==> src/rtl/tail_light_sequencer.sv <==
// Thunderbird-style turn/hazard sequencer producing the raw 3-lamp-per-side
// pattern for the downstream tail-light dimmer; steps advance on a prescaled tick.
module tail_light_sequencer #(
    parameter int STEP_DIV = 4,
    parameter int CNT_W    = 16
) (
    input  logic       clk,
    input  logic       reset,
    input  logic       left,
    input  logic       right,
    input  logic       hazard,
    output logic [2:0] Lcba,
    output logic [2:0] Rabc,
    output logic       busy
);

    typedef enum logic [2:0] {
        IDLE,
        L1,
        L2,
        L3,
        R1,
        R2,
        R3,
        LR3
    } state_t;

    localparam logic [CNT_W-1:0] LAST = CNT_W'(STEP_DIV - 1);

    state_t           state;
    state_t           state_nx;
    logic [CNT_W-1:0] cnt;
    logic             tick;
    logic             haz_req;

    assign tick    = (cnt == LAST);
    assign haz_req = hazard | (left & right);

    // Lamp pattern {Lcba, Rabc} shown while in a given state.
    function automatic logic [5:0] lamp_pattern(input state_t s);
        case (s)
            L1:      lamp_pattern = 6'b001_000;
            L2:      lamp_pattern = 6'b011_000;
            L3:      lamp_pattern = 6'b111_000;
            R1:      lamp_pattern = 6'b000_100;
            R2:      lamp_pattern = 6'b000_110;
            R3:      lamp_pattern = 6'b000_111;
            LR3:     lamp_pattern = 6'b111_111;
            default: lamp_pattern = 6'b000_000;
        endcase
    endfunction

    // Hazard overrides a running turn sequence, but a turn never jumps straight
    // into the opposite turn: it always returns to IDLE first.
    always_comb begin
        state_nx = state;
        if (tick) begin
            case (state)
                IDLE: begin
                    if (haz_req)    state_nx = LR3;
                    else if (left)  state_nx = L1;
                    else if (right) state_nx = R1;
                    else            state_nx = IDLE;
                end
                L1:      state_nx = haz_req ? LR3 : L2;
                L2:      state_nx = haz_req ? LR3 : L3;
                L3:      state_nx = haz_req ? LR3 : IDLE;
                R1:      state_nx = haz_req ? LR3 : R2;
                R2:      state_nx = haz_req ? LR3 : R3;
                R3:      state_nx = haz_req ? LR3 : IDLE;
                LR3:     state_nx = IDLE;
                default: state_nx = IDLE;
            endcase
        end
    end

    // Outputs decode the next state so lamps change on the same edge as the state.
    always_ff @(posedge clk) begin
        if (reset) begin
            state <= IDLE;
            cnt   <= '0;
            Lcba  <= 3'b000;
            Rabc  <= 3'b000;
            busy  <= 1'b0;
        end else begin
            cnt          <= tick ? '0 : cnt + CNT_W'(1);
            state        <= state_nx;
            {Lcba, Rabc} <= lamp_pattern(state_nx);
            busy         <= (state_nx != IDLE);
        end
    end

endmodule

==> config.mk <==
export PLATFORM = sky130hd
export DESIGN_NAME = tail_light_sequencer
export DESIGN_NICKNAME = d
export VERILOG_FILES = /design/src/rtl/tail_light_sequencer.sv
export SDC_FILE = /design/constraint.sdc
export NUM_CORES = 1
export LEC_CHECK = 0
export ABC_AREA = 1
export BUFFER_PORTS_ARGS = -buffer_cell sky130_fd_sc_hd__buf_4
export CAP_MARGIN = 20
export CORE_MARGIN = 10
export CORE_UTILIZATION = 57
export DETAILED_ROUTE_END_ITERATION = 12
export PLACE_DENSITY = 0.85
export SLEW_MARGIN = 15
export SYNTH_ARGS = -nofsm -noshare
export SYNTH_HDL_FRONTEND = slang
export SYNTH_SLANG_ARGS = --single-unit
==> constraint.sdc <==
create_clock -name clk -period 2.03 [get_ports clk]
set_clock_uncertainty 0.2 [all_clocks]
set_input_delay 0.203 -clock clk [delete_from_list [all_inputs] [get_ports clk]]
set_output_delay 0.203 -clock clk [all_outputs]
set_load 0.01 [all_outputs]
# Word-level counts from Yosys, hierarchy flattened
# Cells that the tools add are included.
[word_totals]
ff_bits = 26
in_bits = 5
word_cells = 38
[classes]
addsub = 1
n_eq_ne = 15
n_mux = 11
n_bitwise = 2
n_reduce_logical = 4
[op_table]
columns = ["cell", "count"]
rows = [
  ["$pmux 6 s7", 1],
  ["$eq 3x3->1 const B", 8],
  ["$mux 3", 7],
  ["$pmux 3 s7", 1],
  ["$add 16x1->16 const B", 1],
  ["$eq 16x2->1 const B", 1],
  ["$eq 3x2->1 const B", 4],
  ["$eq 3x1->1 const B", 2],
  ["$reduce_or 2->1", 2],
  ["$logic_not 3->1", 1],
  ["$reduce_bool 3->1", 1],
  ["$mux 2", 1],
  ["$and 1x1->1", 1],
  ["$mux 1", 1],
  ["$or 1x1->1", 1],
]

# Depth between registers and ports, before layout
# Gate-level depths: netlist of the first run.
[logic_depth]
word_depth = 7
mapped_depth = 12
depth_no_buf = 12

# Worst setup path after synthesis of the first run
# No wires, ideal clock.
[synth_timing]
kind = "reg2reg"
startpoint = "reg cnt[0]"
endpoint = "reg cnt[12]"
t_arrival_ns = 1.273
setup_slack_ns = 0.435
stages_incl_launch_ff = 11
path_buffers = 0
period_less_slack_ns = 1.595
path_cell_list = "dfxtp_1 -> ha_1 -> nand2_1 -> inv_2 -> nand2_2 -> nor2_4 -> nand2_4 -> nor2_4 -> nand2_2 -> o21ai_0 -> a21oi_1"
[synth_via]
elab_chain_cells = 2
[synth_lines]
columns = ["element", "line_no", "text"]
rows = [
  ["start, declared", "32", "logic [CNT_W-1:0] cnt;"],
  ["start signal, assigned", "86", "cnt <= tick ? '0 : cnt + CNT_W'(1);"],
  ["parallel branches: the longest is 2 deep, another holds $add 16x1->16", "-", ""],
]
# Several ways; the timed one is not identified.
# A chain may end at the register's enable or synchronous reset.

# Worst setup path in the final report of the first run
[layout_timing]
startpoint = "reg cnt[0]"
endpoint = "reg cnt[5]"
# Same word-level chain as after synthesis.

==> out/qor.yml, run 1 <==
worst_setup_path:
  cpMaxStageDelayCell: "dfxtp_1"
  cp-start-kind: "register"
  crit_top_cell: "nand2_1"
  endpoint_kind: "register"
  critPathMaxStageDelay_ps: 380
  criticalPathCategory: "reg -> reg"
  worstPathCellList: "ha_1 > inv_1 > nor2_1 > nand2_1 > nor2_2 > nand2_1 > nand2_1 > buf_4 > nor3_1"
  required_ps: 2050
  path_max_fanout: 10
  crit_family: "simple AND/OR/NAND/NOR gates"
  critical_path_buf_inv_count: 2
  worstPathArrival_ps: 1870
place:
  dpl.hpwl_mm: 1.96
  place_congestion: 0.774
  place_area_um2: 1380
  io_buffer_count: 11
route:
  wl_mm: 2.55
  drtIter0Drc: 92
  via_per_inst: 5.17
  wl_per_cell_um: 11.5
  firstDrtPassIters: 4
  vias: 1143
  final_antenna_net_count: 0
  drc_errors: 0
yosys:
  synth_seq_cells: 26
  async_flop_share_pct: 0
  yosys_warnings: 0
  synth_edf_count: 0
  synth.top_cell.area_share_pct: 41.1
  synth.distinct_cells: 28
  synthCells: 177
  synth_area_leader_cell: "dfxtp_1"
  synth_fp_nets: 183
  synth_ff_type: "dfxtp_1"
  avgSynthCellArea_um2: 7.15
  synth_area_leaders: "dfxtp_1 41%, nand2_1 12%, inv_1 8.9%"
  synth-seq-area-share_pct: 41.1
  syn_area_um2: 1270
floorplanning:
  core-area_um2: 2170
  dieArea_um2: 4510
  die_h_um: 67.1
  die_w_um: 67.1
  row_count: 17
  io_pins: 12
  start_util_pct: 58.4
power_and_ir_drop:
  p_per_area_nw_per_um2: 702
  p_total_uw: 1010
  p_leak_uw: 0.000667
  irDropWorstVdd_mv: 0.439
sta:
  setup_viol: 0
  tightest_slew_ps: 334
  fmax_mhz: 541
  slew-limit-headroom_pct: 77.7
  timing.final.crit_period_ps: 1850
  slew_viol_final: 0
  tns_ps: 0
  rsz0062_at_grt: "false"
  period_share_pct: 91.1
  finalHoldViolCount: 0
clock_tree:
  cts_made_buffers: 3
  clk_pin_slew_ps: 140
  clockRootBuffer: "clkbuf_4"
  clk_latency_ps: 330
  clockBufferDepth: 2
  cts_tree: "yes"
  cts_resized: 0
  clock-sinks: 26
  htree_levels: 1
worst_hold_path:
  min-delay-path-class: "in -> reg"
global_routing:
  grt_pass1_vias: 1070
  grt_overflow: 0
  antenna_found_initial: 0
  grtUsageTotal_pct: 11.7
  grt_pass1_wl_mm: 4.28
  grt_max_degree: 16
cells_and_area:
  drive_above_1_share_pct: 19.2
  final_cell_mix: "39 x nand2_1, 30 x inv_1, 26 x dfxtp_1"
  area_growth_pct: 13.9
  fin_nets: 200
  diodes: 0
  final_cell_area_um2: 1440
  final_common_cell: "nand2_1"
  fillCellCount: 203
job:
  max_cap_viol_count: 0
run_status:
  outcome: "completed"
==> per-layer routing <==
metal  GRT usage (%)  part of all wire, %  wire (µm)
met5               0                    0          0
met4            3.59                  1.0         26
met3            3.47                  5.5        139
met2            22.2                   53       1350
met1            12.1                   40       1030
==> registers in the layout (all words and copies together) (netlist names) <==
signal  flops
cnt        16
state       3
busy        1
Lcba        3
Rabc        3
==> cells by family (layout without fill, tap and decap cells) <==
family | Yosys count | count (layout) | share of synthesized area, %
AOI/OAI and AO/OA | 23 | 23 | 10.9
adders and majority gates | 1 | 1 | 0.988
buffers and inverters | 33 | 49 | 10.5
and+or+nand+nor | 94 | 94 | 36.6
DFF | 26 | 26 | 41.1
==> layout make-up <==
cell class | count | area, µm² | area share (%)
multi-input combinational | 118 | 613 | 42.5
timing repair buffer | 13 | 100 | 6.94
tap | 28 | 35.0 | 2.43
inverter | 32 | 121 | 8.41
clock buffer | 3 | 22.5 | 1.56
clock inverter | 1 | 30.0 | 2.08
sequential | 26 | 520 | 36.1
==> tightest hold or removal path, cell delays in order <==
cell	delay [ps]
buf_4	80
or2_2	100
nand3_1	60
nand2_1	70
nand2_1	60
nand2_2	90
a31oi_1	90
==> stage by stage <==
stage,setup WS (ps),util [%],hold WS [ps],std cells
3_3_place_gp,260,63.6,173,216
3_5_place_dp,197,63.6,178,216
5_1_grt,20.8,66.5,286,221
6_report,180,66.5,254,221
2_1_floorplan,435,-,75.4,177
4_1_cts,174,66.5,255,221
==> synthesized netlist by cell type (2+ instances only) <==
master / n
nand2_2: 6
o21a_1: 2
o21bai_1: 2
o21ai_0: 3
nor3_1: 5
nand3_1: 11
inv_1: 30
a21oi_1: 12
nand4_1: 2
dfxtp_1: 26
nor2_2: 4
nor2_4: 3
nor2_1: 17
nand2_4: 2
nand2_1: 39
==> report_power, final <==
group	internal, µW	switching (µW)	total (µW)	leakage (µW)
clock	200	155	355	0.0000279
sequential	530	12.9	543	0.000210
combinational	48.8	66.4	115	0.000428
total	779	235	1010	0.000667
==> path summary, 6_finish.rpt <==
path	startpoint	endpoint	slack, ps	depth (start not counted)
max reg2reg	cnt[0]$_SDFF_PP0_	cnt[5]$_SDFF_PP0_	180	9
max	cnt[0]$_SDFF_PP0_	cnt[5]$_SDFF_PP0_	180	9
min reg2reg	cnt[0]$_SDFF_PP0_	cnt[0]$_SDFF_PP0_	270	1
min	right	Lcba[1]$_SDFF_PP0_	250	7
==> repair_timing <==
| item | in CTS | in global routing |
|---|---|---|
| hold buffers | 1 | 0 |
| hold endpoints to repair | 1 | 0 |
| setup buffers | 0 | 0 |
No activity file was read; power rests on OpenSTA's default activity.
==> inputs of run 2 (changes only) <==
--- a/config.mk
+++ b/config.mk
@@ -12,6 +12,7 @@
 export CORE_UTILIZATION = 57
 export DETAILED_ROUTE_END_ITERATION = 12
 export PLACE_DENSITY = 0.85
+export SETUP_SLACK_MARGIN = 0.5
 export SLEW_MARGIN = 15
 export SYNTH_ARGS = -nofsm -noshare
 export SYNTH_HDL_FRONTEND = slang
==> run 2 against run 1 <==
Core utilization rose by 16 points. Global-route usage rose by 2.2 points. Routed wire length rose by 36%. Flip-flop and latch count did not move. Die area did not move. Sequential share of layout area fell by 6.6 points. Highest routed layer unchanged. Non-clock buffer count rose by 21. Clock power rose by 2%. Critical path type unchanged. Via count rose by 15%. Power rose by 8.4%. Count of clock-buffer cells in the layout did not move. Critical endpoint is now Lcba[0]$_SDFF_PP0_.
==> out/qor.yml, run 2 (synthesized netlist as in run 1, its figures left out) <==
run_status:
  outcome: "completed"
floorplanning:
  core-area_um2: 2170  # unchanged
  start_util_pct: 58.4  # unchanged
  dieArea_um2: 4510  # unchanged
  die_h_um: 67.1  # unchanged
  io_pins: 12  # unchanged
  die_w_um: 67.1  # unchanged
  row_count: 17  # unchanged
job:
  max_cap_viol_count: 0  # unchanged
worst_hold_path:
  min-delay-path-class: "in -> reg"
sta:
  tightest_slew_ps: 527  # +193 ps
  setup_viol: 0  # unchanged
  period_share_pct: 87.1  # -4.0 points
  fmax_mhz: 565  # +4.6%
  slew-limit-headroom_pct: 64.8  # -13 points
  timing.final.crit_period_ps: 1770  # -81.5 ps
  tns_ps: 0  # unchanged
  fin_ws_ps: 262  # +81.5 ps
  slew_viol_final: 0  # unchanged
  finalHoldViolCount: 0  # unchanged
  rsz0062_at_grt: "true"
route:
  vias: 1309  # +15%
  firstDrtPassIters: 5  # +1
  final_antenna_net_count: 0  # unchanged
  via_per_inst: 5.39  # +4.2%
  wl_mm: 3.47  # +36%
  wl_per_cell_um: 14.3  # +24%
  drtIter0Drc: 97  # +5.4%
  drc_errors: 0  # unchanged
global_routing:
  grt_overflow: 0  # unchanged
  grt_pass1_wl_mm: 4.97  # +16%
  grt_pass1_vias: 1189  # +11%
  grtUsageTotal_pct: 13.9  # +2.2 points
  grt_max_degree: 16  # unchanged
  antenna_found_initial: 0  # unchanged
cells_and_area:
  fin_nets: 222  # +11%
  largest_reg_flops: 16  # unchanged
  diodes: 0  # unchanged
  final_common_cell: "nand2_1"
  area_growth_pct: 41.1
  top_register: "cnt"
  final_cell_mix: "28 x nand2_1, 25 x buf_4, 24 x inv_1"
  drive_above_1_share_pct: 43.7  # +25 points
clock_tree:
  clk_pin_slew_ps: 150  # about the same
  htree_levels: 1  # unchanged
  clock-sinks: 26  # unchanged
  clockBufferDepth: 2  # unchanged
  cts_tree: "yes"
  cts_made_buffers: 3  # unchanged
  clk_latency_ps: 330  # about the same
  clockRootBuffer: "clkbuf_4"
worst_setup_path:
  criticalPathCategory: "reg -> reg"
  critPathMaxStageDelay_ps: 380  # about the same
  endpoint_kind: "register"
  cp-start-kind: "register"
  cpMaxStageDelayCell: "dfxtp_2"
  worstPathArrival_ps: 1820  # -50 ps
  crit_family: "simple AND/OR/NAND/NOR gates"
  required_ps: 2090  # +40 ps
  critical_path_buf_inv_count: 2  # unchanged
  path_max_fanout: 4  # -6
  crit_top_cell: "nand2_2"
  worstPathCellList: "ha_4 > inv_2 > nor2_1 > nand2_1 > nor2_4 > nand2_2 > nand2_2 > nand2_2 > nand2_4 > nand3_2 > nand2_1 > inv_1"
power_and_ir_drop:
  p_leak_uw: 0.000847  # +27%
  irDropWorstVdd_mv: 0.428  # -2.4%
  p_per_area_nw_per_um2: 615  # -12%
place:
  dpl.hpwl_mm: 1.96  # about the same
  place_congestion: 0.779  # +0.59%
  pre_cts_ws_ps: 220  # +22.7 ps
  io_buffer_count: 11  # unchanged
run 2: per-layer routing:
layer	part of all wire, %	GRT usage [%]	vias to the layer above
met5	0	0	-
met4	2.7	6.41	0
met3	5.4	3.64	17
met2	52	26.4	47
met1	40	13.6	613
li1	-	-	632
run 2: worst reg2reg max path, delay by kind of cell, from the launching register on:
| kind | cells | cell delay, ps |
|---|---|---|
| simple gates | 9 | 890 |
| flops | 1 | 380 |
| fa+ha+maj | 1 | 160 |
| buf+inv | 2 | 70 |
run 2: power by group:
part | switching [µW] | internal [µW] | leakage [µW]
sequential | 16.3 | 531 | 0.000213
clock | 162 | 200 | 0.0000279
combinational | 99.8 | 88.6 | 0.000606
total | 279 | 820 | 0.000847
run 2: stage by stage:
stage / util, % / total power, µW / hold WS, ps / instances / cell area [µm²]
CTS: 75.0 / 1060 / 122 / 238 / 1630
global route: 82.4 / 1130 / 203 / 243 / 1790
global placement: 64.4 / 666 / 172 / 216 / 1400
detailed placement: 64.4 / 674 / 184 / 216 / 1400
finish: 82.4 / 1100 / 197 / 243 / 1790
floorplan: - / 634 / 75.4 / 177 / 1280
run 2: final cells by class:
type | instances | area [µm²]
sequential | 26 | 527
fill | 124 | 383
tap | 28 | 35.0
inverter | 32 | 121
clock inverter | 1 | 30.0
timing repair buffer | 34 | 288
clock buffer | 3 | 22.5
multi-input combinational | 119 | 763
run 2: final timing paths:
path	from	slack [ps]	to	cells after the start
setup / recovery	cnt[0]$_SDFF_PP0_	260	Lcba[0]$_SDFF_PP0_	12
hold / removal	reset	200	state[0]$_SDFF_PP0_	4
setup reg to reg	cnt[0]$_SDFF_PP0_	260	Lcba[0]$_SDFF_PP0_	12
hold reg to reg	cnt[13]$_SDFF_PP0_	290	cnt[13]$_SDFF_PP0_	2
run 2: repair_timing:
item / CTS / global route
hold buffers: 1 / 0
endpoints found under the setup margin: 25 / 26
pin swaps: 9 / 9
gates resized for setup: 14 / 35
cloned: 1 / 0
setup buffers: 16 / 5
endpoints found under the hold margin: 1 / 0
==> inputs of run 3 (changes only) <==
--- a/config.mk
+++ b/config.mk
@@ -9,9 +9,10 @@
 export BUFFER_PORTS_ARGS = -buffer_cell sky130_fd_sc_hd__buf_4
 export CAP_MARGIN = 20
 export CORE_MARGIN = 10
-export CORE_UTILIZATION = 57
+export CORE_UTILIZATION = 60
+export CTS_BUF_LIST = sky130_fd_sc_hd__clkbuf_8
 export DETAILED_ROUTE_END_ITERATION = 12
-export PLACE_DENSITY = 0.85
+export PLACE_DENSITY = 0.89
 export SETUP_SLACK_MARGIN = 0.5
 export SLEW_MARGIN = 15
 export SYNTH_ARGS = -nofsm -noshare
==> run 3 against run 2 <==
Sequential share of layout area rose by 0.71 points. Critical endpoint unchanged. Largest cell class unchanged. Critical path type unchanged. Highest routed layer unchanged. Routed wire length is 9.5% higher. Flip-flop and latch count stayed put. Power is 3.3% lower.
==> out/qor.yml, run 3 (synthesized netlist as in run 1, its figures left out) <==
floorplanning:
  start_util_pct: 63.9  # +5.5 points
  die_h_um: 65.9  # -1.8%
  core-area_um2: 1980  # -8.7%
  die_w_um: 65.9  # -1.8%
  io_pins: 12  # unchanged
  row_count: 16  # -1
  dieArea_um2: 4350  # -3.5%
worst_setup_path:
  required_ps: 2010  # -80 ps
  critical_path_buf_inv_count: 2  # unchanged
  cp-start-kind: "register"
  critPathMaxStageDelay_ps: 360  # -20 ps
  worstPathArrival_ps: 1770  # -50 ps
  crit_family: "simple AND/OR/NAND/NOR gates"
  criticalPathCategory: "reg -> reg"
  path_max_fanout: 4  # unchanged
  cpMaxStageDelayCell: "dfxtp_2"
  worstPathCellList: "ha_4 > inv_2 > nor2_2 > nand2_2 > nor2_4 > nand3_2 > nand2_2 > nand2_4 > nand2_4 > nand3_2 > nand2_1 > inv_1"
  endpoint_kind: "register"
clock_tree:
  clockBufferDepth: 2  # unchanged
  clock-sinks: 26  # unchanged
  clk_latency_ps: 270  # -60 ps
  clk_pin_slew_ps: 90  # -60 ps
  cts_tree: "yes"
  cts_made_buffers: 3  # unchanged
  htree_levels: 1  # unchanged
  clockRootBuffer: "clkbuf_8"
cells_and_area:
  top_register: "cnt"
  diodes: 0  # unchanged
  final_cell_mix: "27 x buf_4, 26 x inv_1, 25 x nand2_1"
  fin_nets: 219  # -1.4%
  drive_above_1_share_pct: 42.9  # -0.80 points
  final_common_cell: "buf_4"
  largest_reg_flops: 16  # unchanged
  area_growth_pct: 37.5
  layout.cells.non_filler: 239  # -1.6%
sta:
  rsz0062_at_grt: "true"
  whs_ps: 200  # +3.42 ps
  fmax_mhz: 557  # -1.4%
  slew-limit-headroom_pct: 74.3  # +9.5 points
  tns_ps: 0  # unchanged
  fin_ws_ps: 236  # -25.8 ps
  finalHoldViolCount: 0  # unchanged
  tightest_slew_ps: 383  # -145 ps
  setup_viol: 0  # unchanged
  timing.final.crit_period_ps: 1790  # +25.8 ps
  period_share_pct: 88.4  # +1.3 points
  slew_viol_final: 0  # unchanged
power_and_ir_drop:
  p_per_area_nw_per_um2: 611  # -0.68%
  p_leak_uw: 0.000811  # -4.2%
  p_total_uw: 1060  # -3.3%
  p_comb_share_pct: 16.6  # -0.6 points
  p_sw_uw: 279  # about the same
  p_int_uw: 784  # -4.4%
  irDropWorstVdd_mv: 0.535  # +25%
  p_seq_share_pct: 51.6  # +1.7 points
  p_sw_share_pct: 26.2  # +0.85 points
  clkPwrFrac_pct: 31.8  # -1.2 points
place:
  dpl.hpwl_mm: 1.94  # -1.1%
  place_congestion: 0.779  # unchanged
  io_buffer_count: 11  # unchanged
  dp_cells: 215  # -0.46%
  pre_cts_ws_ps: 252  # +32.4 ps
job:
  max_cap_viol_count: 0  # unchanged
route:
  drtIter0Drc: 105  # +8.2%
  final_antenna_net_count: 0  # unchanged
  wl_mm: 3.80  # +9.5%
  wl_met2_mm: 2.00  # +10%
  drt-met1-wl_mm: 1.46  # +6.3%
  via_per_inst: 5.41  # +0.51%
  drc_errors: 0  # unchanged
  wl_per_cell_um: 15.9  # +11%
  top_layer_used: "met4"
  vias: 1294  # -1.1%
  firstDrtPassIters: 4  # -1
  dr_wl_met3_um: 203  # +7.4%
global_routing:
  grt_pass1_wl_mm: 5.00  # +0.56%
  antenna_found_initial: 0  # unchanged
  grt_max_degree: 15  # -1
  grt_pass1_vias: 1235  # +3.9%
  grtUsageTotal_pct: 14.2  # +0.33 points
  grt_overflow: 0  # unchanged
run_status:
  outcome: "completed"
worst_hold_path:
  min-delay-path-class: "in -> reg"
[run 3: worst reg2reg max path, delay by kind of cell, from the launching register on]
kind	cells	cell delay [ps]
fa+ha+maj	1	180
buf+inv	2	110
flops	1	360
simple gates	9	850
[run 3: repair_timing]
action                                  in CTS  in global routing
hold buffers                                 1                  0
endpoints found under the setup margin      25                 25
setup buffers                               12                  7
gates resized for setup                     19                 25
hold endpoints to repair                     1                  0
pin swaps                                   10                  9
[run 3: routing by layer]
| metal | GRT usage (%) | vias to the layer above |
|---|---|---|
| li1 | - | 621 |
| met1 | 13.5 | 608 |
| met2 | 26.9 | 52 |
| met3 | 4.07 | 13 |
| met4 | 7.07 | 0 |
| met5 | 0 | - |
[run 3: power groups by stage]
stage	Combinational, µW	Sequential [µW]	Clock [µW]
final	177	548	338
after global routing	189	550	345
after CTS	136	545	334
after detailed placement	115	557	0
after global placement	111	557	0
after floorplan	74.8	560	0
[run 3: worst paths after layout]
kind | start | end | slack [ps] | cells past startpoint
worst max register to register | cnt[0]$_SDFF_PP0_ | Lcba[0]$_SDFF_PP0_ | 240 | 12
worst min register to register | cnt[14]$_SDFF_PP0_ | cnt[14]$_SDFF_PP0_ | 290 | 2
worst max-delay path | cnt[0]$_SDFF_PP0_ | Lcba[0]$_SDFF_PP0_ | 240 | 12
worst min-delay path | reset | state[1]$_SDFF_PP0_ | 200 | 4
[run 3: through the flow]
stage          util, %  area, µm²
2_1_floorplan        -       1280
3_3_place_gp      70.5       1400
3_5_place_dp      70.5       1400
4_1_cts           81.3       1610
5_1_grt           87.8       1740
6_report          87.8       1740
[run 3: final cells by class]
class / count / area [µm²]
Multi-Input combinational cell: 118 / 747
Sequential cell: 26 / 526
Timing Repair Buffer: 32 / 258
Fill cell: 97 / 241
Inverter: 32 / 121
Clock buffer: 4 / 55.1
Tap cell: 27 / 33.8
